File: config.mk
export PLATFORM = sky130hd
export DESIGN_NAME = fwd_stall_unit
export DESIGN_NICKNAME = d
export VERILOG_FILES = /design/src/rtl/fwd_stall_unit.sv
export SDC_FILE = /design/constraint.sdc
export NUM_CORES = 1
export LEC_CHECK = 0
export ABC_AREA = 1
export ABC_CLOCK_PERIOD_IN_PS = 4910
export BUFFER_PORTS_ARGS = -buffer_cell sky130_fd_sc_hd__buf_2
export CORE_MARGIN = 2
export CORE_UTILIZATION = 35
export CTS_BUF_LIST = sky130_fd_sc_hd__clkbuf_4 sky130_fd_sc_hd__clkbuf_8
export DETAILED_ROUTE_END_ITERATION = 12
export PLACE_DENSITY = 0.53
export RECOVER_POWER = 50
export SKIP_CTS_REPAIR_TIMING = 1
export SLEW_MARGIN = 20
export SYNTH_ARGS = -nofsm -noshare
export SYNTH_HDL_FRONTEND = slang
export SYNTH_SLANG_ARGS = --single-unit
export TNS_END_PERCENT = 1
File: constraint.sdc
create_clock -name clk -period 4.91 [get_ports clk]
set_input_delay 0.7365 -clock clk [delete_from_list [all_inputs] [get_ports clk]]
set_output_delay 0.7365 -clock clk [all_outputs]
set_load 0.03 [all_outputs]
File: src/rtl/fwd_stall_unit.sv
// fwd_stall_unit: forwarding and stall controller for the 5-stage MIPS pipeline.
// Keeps shadow copies of the EX/MEM/WB destinations and their result-ready
// times, applies Tuse/Tnew hazard rules, and tracks the mult/div busy period.
//
// Tnew bookkeeping: the MEM shadow stores the EX tnew already decremented on
// entry, so that stored value is directly the Tnew seen from ID (ALU -> 0,
// load -> 1), and a MEM result is ready to forward when the stored value is 0.
module fwd_stall_unit #(
    parameter int AW      = 5,
    parameter int NSRC    = 2,
    parameter int MUL_LAT = 5,
    parameter int DIV_LAT = 10
) (
    input  logic              clk,
    input  logic              rst_n,
    input  logic              id_valid,
    input  logic [NSRC*AW-1:0] id_src,
    input  logic [NSRC*2-1:0]  id_tuse,
    input  logic [AW-1:0]      id_dst,
    input  logic               id_wen,
    input  logic [1:0]         id_tnew,
    input  logic               id_md_start,
    input  logic               id_md_div,
    input  logic               id_md_use,
    output logic               stall,
    output logic [NSRC*2-1:0]  fwd_id,
    output logic [NSRC*2-1:0]  fwd_ex,
    output logic               md_busy
);

    localparam int CW = $clog2(DIV_LAT + 1);

    localparam logic [1:0] SEL_RF  = 2'b00;
    localparam logic [1:0] SEL_MEM = 2'b10;
    localparam logic [1:0] SEL_WB  = 2'b01;

    // EX shadow
    logic [NSRC*AW-1:0] ex_src;
    logic [NSRC*2-1:0]  ex_tuse;
    logic [AW-1:0]      ex_dst;
    logic               ex_wen;
    logic [1:0]         ex_tnew;
    // MEM shadow
    logic [AW-1:0]      mem_dst;
    logic               mem_wen;
    logic [1:0]         mem_tnew;
    // WB shadow
    logic [AW-1:0]      wb_dst;
    logic               wb_wen;

    logic [CW-1:0]      md_count;

    logic ex_live, mem_live, wb_live;
    logic data_stall, md_stall, advance;

    // An entry that writes register 0 (or does not write at all) never matches.
    assign ex_live  = ex_wen  && (ex_dst  != '0);
    assign mem_live = mem_wen && (mem_dst != '0);
    assign wb_live  = wb_wen  && (wb_dst  != '0);

    assign md_busy  = (md_count != '0);
    assign md_stall = id_valid && id_md_use && md_busy;
    assign stall    = data_stall || md_stall;
    assign advance  = id_valid && !stall;

    function automatic logic hit(input logic          live,
                                 input logic [AW-1:0] dst,
                                 input logic [AW-1:0] src,
                                 input logic [1:0]    tuse);
        return live && (dst == src) && (tuse != 2'd3);
    endfunction

    // Hazard detection and forwarding selects for the ID and EX operands.
    always_comb begin
        data_stall = 1'b0;
        fwd_id     = '0;
        fwd_ex     = '0;
        for (int k = 0; k < NSRC; k++) begin
            if (id_valid) begin
                if (hit(ex_live, ex_dst, id_src[k*AW +: AW], id_tuse[k*2 +: 2]) &&
                    (ex_tnew > id_tuse[k*2 +: 2]))
                    data_stall = 1'b1;
                if (hit(mem_live, mem_dst, id_src[k*AW +: AW], id_tuse[k*2 +: 2]) &&
                    (mem_tnew > id_tuse[k*2 +: 2]))
                    data_stall = 1'b1;
            end

            if (hit(mem_live, mem_dst, id_src[k*AW +: AW], id_tuse[k*2 +: 2]) &&
                (mem_tnew == 2'd0))
                fwd_id[k*2 +: 2] = SEL_MEM;
            else if (hit(wb_live, wb_dst, id_src[k*AW +: AW], id_tuse[k*2 +: 2]))
                fwd_id[k*2 +: 2] = SEL_WB;
            else
                fwd_id[k*2 +: 2] = SEL_RF;

            if (hit(mem_live, mem_dst, ex_src[k*AW +: AW], ex_tuse[k*2 +: 2]) &&
                (mem_tnew == 2'd0))
                fwd_ex[k*2 +: 2] = SEL_MEM;
            else if (hit(wb_live, wb_dst, ex_src[k*AW +: AW], ex_tuse[k*2 +: 2]))
                fwd_ex[k*2 +: 2] = SEL_WB;
            else
                fwd_ex[k*2 +: 2] = SEL_RF;
        end
    end

    // Shadow pipeline: WB <- MEM, MEM <- EX (tnew counts down), EX <- ID or bubble.
    always_ff @(posedge clk or negedge rst_n) begin
        if (!rst_n) begin
            ex_src   <= '0;
            ex_tuse  <= '1;
            ex_dst   <= '0;
            ex_wen   <= 1'b0;
            ex_tnew  <= 2'd0;
            mem_dst  <= '0;
            mem_wen  <= 1'b0;
            mem_tnew <= 2'd0;
            wb_dst   <= '0;
            wb_wen   <= 1'b0;
        end else begin
            wb_dst   <= mem_dst;
            wb_wen   <= mem_wen;
            mem_dst  <= ex_dst;
            mem_wen  <= ex_wen;
            mem_tnew <= (ex_tnew == 2'd0) ? 2'd0 : ex_tnew - 2'd1;
            if (advance) begin
                ex_src  <= id_src;
                ex_tuse <= id_tuse;
                ex_dst  <= id_dst;
                ex_wen  <= id_wen;
                ex_tnew <= id_tnew;
            end else begin
                // Bubble: unused operands so the EX selects stay at register file.
                ex_src  <= '0;
                ex_tuse <= '1;
                ex_dst  <= '0;
                ex_wen  <= 1'b0;
                ex_tnew <= 2'd0;
            end
        end
    end

    // Mult/div busy down-counter; a start entering EX reloads it over a decrement.
    always_ff @(posedge clk or negedge rst_n) begin
        if (!rst_n) begin
            md_count <= '0;
        end else if (advance && id_md_start) begin
            md_count <= id_md_div ? CW'(DIV_LAT) : CW'(MUL_LAT);
        end else if (md_count != '0) begin
            md_count <= md_count - CW'(1);
        end
    end

endmodule

==> metrics.txt <==
R2R depth=11; CP most frequent cell=nor2_1; DR iter-0 viols=146; # H-tree levels=2; global-route wire length before repair=9650 um; RSZ-0062 raised after global routing=no; Startpoint Class=primary input; Final Wtd Congestion=0.839; Pwr per Cell Area=315 nW/um^2; worst path arrival time=2.07 ns; Worst Path Max Fanout=4; Cell Chain, Critical Path=buf_2 > inv_1 > ha_1 > nand2_1 > inv_1 > nor2_1 > nand2_1 > nor2_1 > nand3_1 > nand3_1 > nor2_4 > nor2_1 > buf_2; Synth area leader=dfrtp_1; Critical R2R Launch=ex_tnew[1]; Remaining DRCs=0; Total GRT Usage=0.169; core area=6680 um^2; worst hold endpoint=wb_wen; pre-CTS setup slack=2.11 ns; slack of the critical path=2.10 ns; Post-Route WL=5770 um; failing checks=capacitance limit, slew limit; switch share=0.345; IO Pins=38; CTS max path bufs=2; R2R setup slack=2.86 ns; initial core utilization=0.357; status=finished, violations left; Final Max Slew Viols=41; Crit. End Element=output port; relative slew slack=-0.380; Post-synth EDFFs=0; flops & latches, synth=40; Root Driver=clkbuf_8; Worst Setup Path Type=in -> out; final total power=862 uW; Vias per Instance=4.68; gr ovfl total=0; Mapped Cells=313; Flop pwr share=0.471; drt pass-1 iters=4; Post-synth ARST share=1.00; Leak Pwr=1.57 nW; Seq/Total Area, Yosys=0.422; min cycle time layout=2.81 ns; period utilization=0.572; Reg-to-Reg End=ex_tuse[0]; Synth Net Count=351; worst hold start=mem_wen; Comb pwr share=0.287; clk sink count=40; HP Class=reg -> reg; Final nets=391; slowest stage cell, crit path=ha_1; number of global-route vias before repair=1958; Final HPWL DP=4490 um; WL/cell=13.3 um; Layout Area Growth over Synthesis=14.6%; clock share of power=0.243; hold path depth=0; setup tns final=0 ns; Synth cell types=31; Worst Path Required=4.17 ns; Crit path largest cell delay=0.31 ns; most used flip-flop cell after synthesis=dfrtp_1; # rows=30; die area=7490 um^2; Int Pwr=564 uW; placed inst area=2650 um^2; Reg clk slew, reported paths=0.08 ns; DRT antenna net count=0; Final Skew=0.0109 ns; CTS buffer count=5; antenna cells=0; fmax=356 MHz; VDD IR max=0.159 mV; post-layout util=0.409; final hold vios=0; Syn Area/Cell=7.62 um^2; largest net degree at the start of global routing=41; port bufs=37; Final setup viols=0; top cell types by occurrence after synthesis=nand2_1, inv_1, nor2_1; number of max-cap violations=1; most common cell in the netlist=nand2_1; synth warn=0; layout cells sized above 1=0.172; DR vias=2029; share of the synthesized area in the top cell type=0.378; Worst-Skew Late Latency=0.29 ns; Least-Margin Pin Slew=2.07 ns; # fillers=721; Die H=86.6 um; main area contributors after synthesis=dfrtp_1, nand2_1, inv_1; Finished Cell Area=2730 um^2; Die X=86.6 um; initial antenna violation count=0; sw power=298 uW; Mapped Area=2390 um^2; CTS tree=done
-- critical path, delay by kind of cell --
family,cells,cell delay [ns]
buf+inv,4,0.39
simple gates,8,0.63
fa+ha+maj,1,0.31
-- layout by cell type, fill, tap and decap left out, types with 5 or more instances in the layout --
master | Yosys | layout
xnor2_1 | 8 | 8
o21ai_0 | 7 | 7
nand3_1 | 14 | 14
a21oi_1 | 7 | 7
xor2_1 | 14 | 14
ha_1 | 10 | 10
o22ai_1 | 6 | 6
dfrtp_1 | 36 | 36
nand4_1 | 5 | 5
buf_2 | 1 | 36
inv_1 | 55 | 55
nor2_1 | 46 | 46
nand2_1 | 66 | 66
inv_2 | 7 | 7
clkbuf_8 | 0 | 5
-- sequential cells by signal, indices dropped and copies added (netlist names), 2 cells and up --
register,count
md_count,4
ex_tnew,2
wb_dst,5
ex_src,10
ex_tuse,4
mem_tnew,2
mem_dst,5
ex_dst,5
-- final cells by class --
cell class              instances  area [um^2]  area share
multi-input cells             207         1120       0.411
flip-flops and latches         40         1010       0.368
inverters                      62          233      0.0851
repair buffers                 37          184      0.0673
well taps                      80          100      0.0366
clock buffers                   5         68.8      0.0252
clock inverters                 3         18.8     0.00686
-- through the flow --
step / hold WS [ns] / std cells
6_report: 0.410 / 434
5_1_grt: 0.418 / 434
2_1_floorplan: 0.354 / 313
3_3_place_gp: 0.392 / 426
4_1_cts: 0.408 / 434
3_5_place_dp: 0.389 / 426
-- logic make-up (layout without fill, tap and decap cells) --
group | count (synthesis) | after routing | share of synthesized area
fa+ha+maj | 10 | 10 | 0.0524
flops | 40 | 40 | 0.422
compound gates | 30 | 30 | 0.0797
buf+inv | 66 | 107 | 0.108
simple gates | 145 | 145 | 0.258
xor+xnor | 22 | 22 | 0.0808
-- worst max-delay path by stage --
stage          slack [ns]  depth (start not counted)         from   endpoint
6_report             2.10                         13   id_tuse[3]      stall
2_1_floorplan        1.87                          5  mem_tnew[1]  fwd_ex[0]
5_1_grt              1.91                         12   id_tuse[3]      stall
3_3_place_gp         2.13                         13   id_tuse[3]      stall
3_5_place_dp         2.11                         13   id_tuse[3]      stall
4_1_cts              2.09                         13   id_tuse[3]      stall
-- power groups by stage --
| stage | registers, mW | clock network (mW) | logic [mW] |
|---|---|---|---|
| after floorplan | 0.399 | 0 | 0.188 |
| after global placement | 0.411 | 0 | 0.248 |
| after detailed placement | 0.411 | 0 | 0.250 |
| after CTS | 0.405 | 0.216 | 0.251 |
| after global routing | 0.411 | 0.234 | 0.291 |
| final | 0.405 | 0.209 | 0.247 |
-- routing by layer --
metal / track usage / routed length [um]
met1: 0.225 / 2590
met2: 0.267 / 2680
met3: 0.0333 / 357
met4: 0.0781 / 142
met5: 0 / 0
No activity file was read; power rests on OpenSTA's default activity.
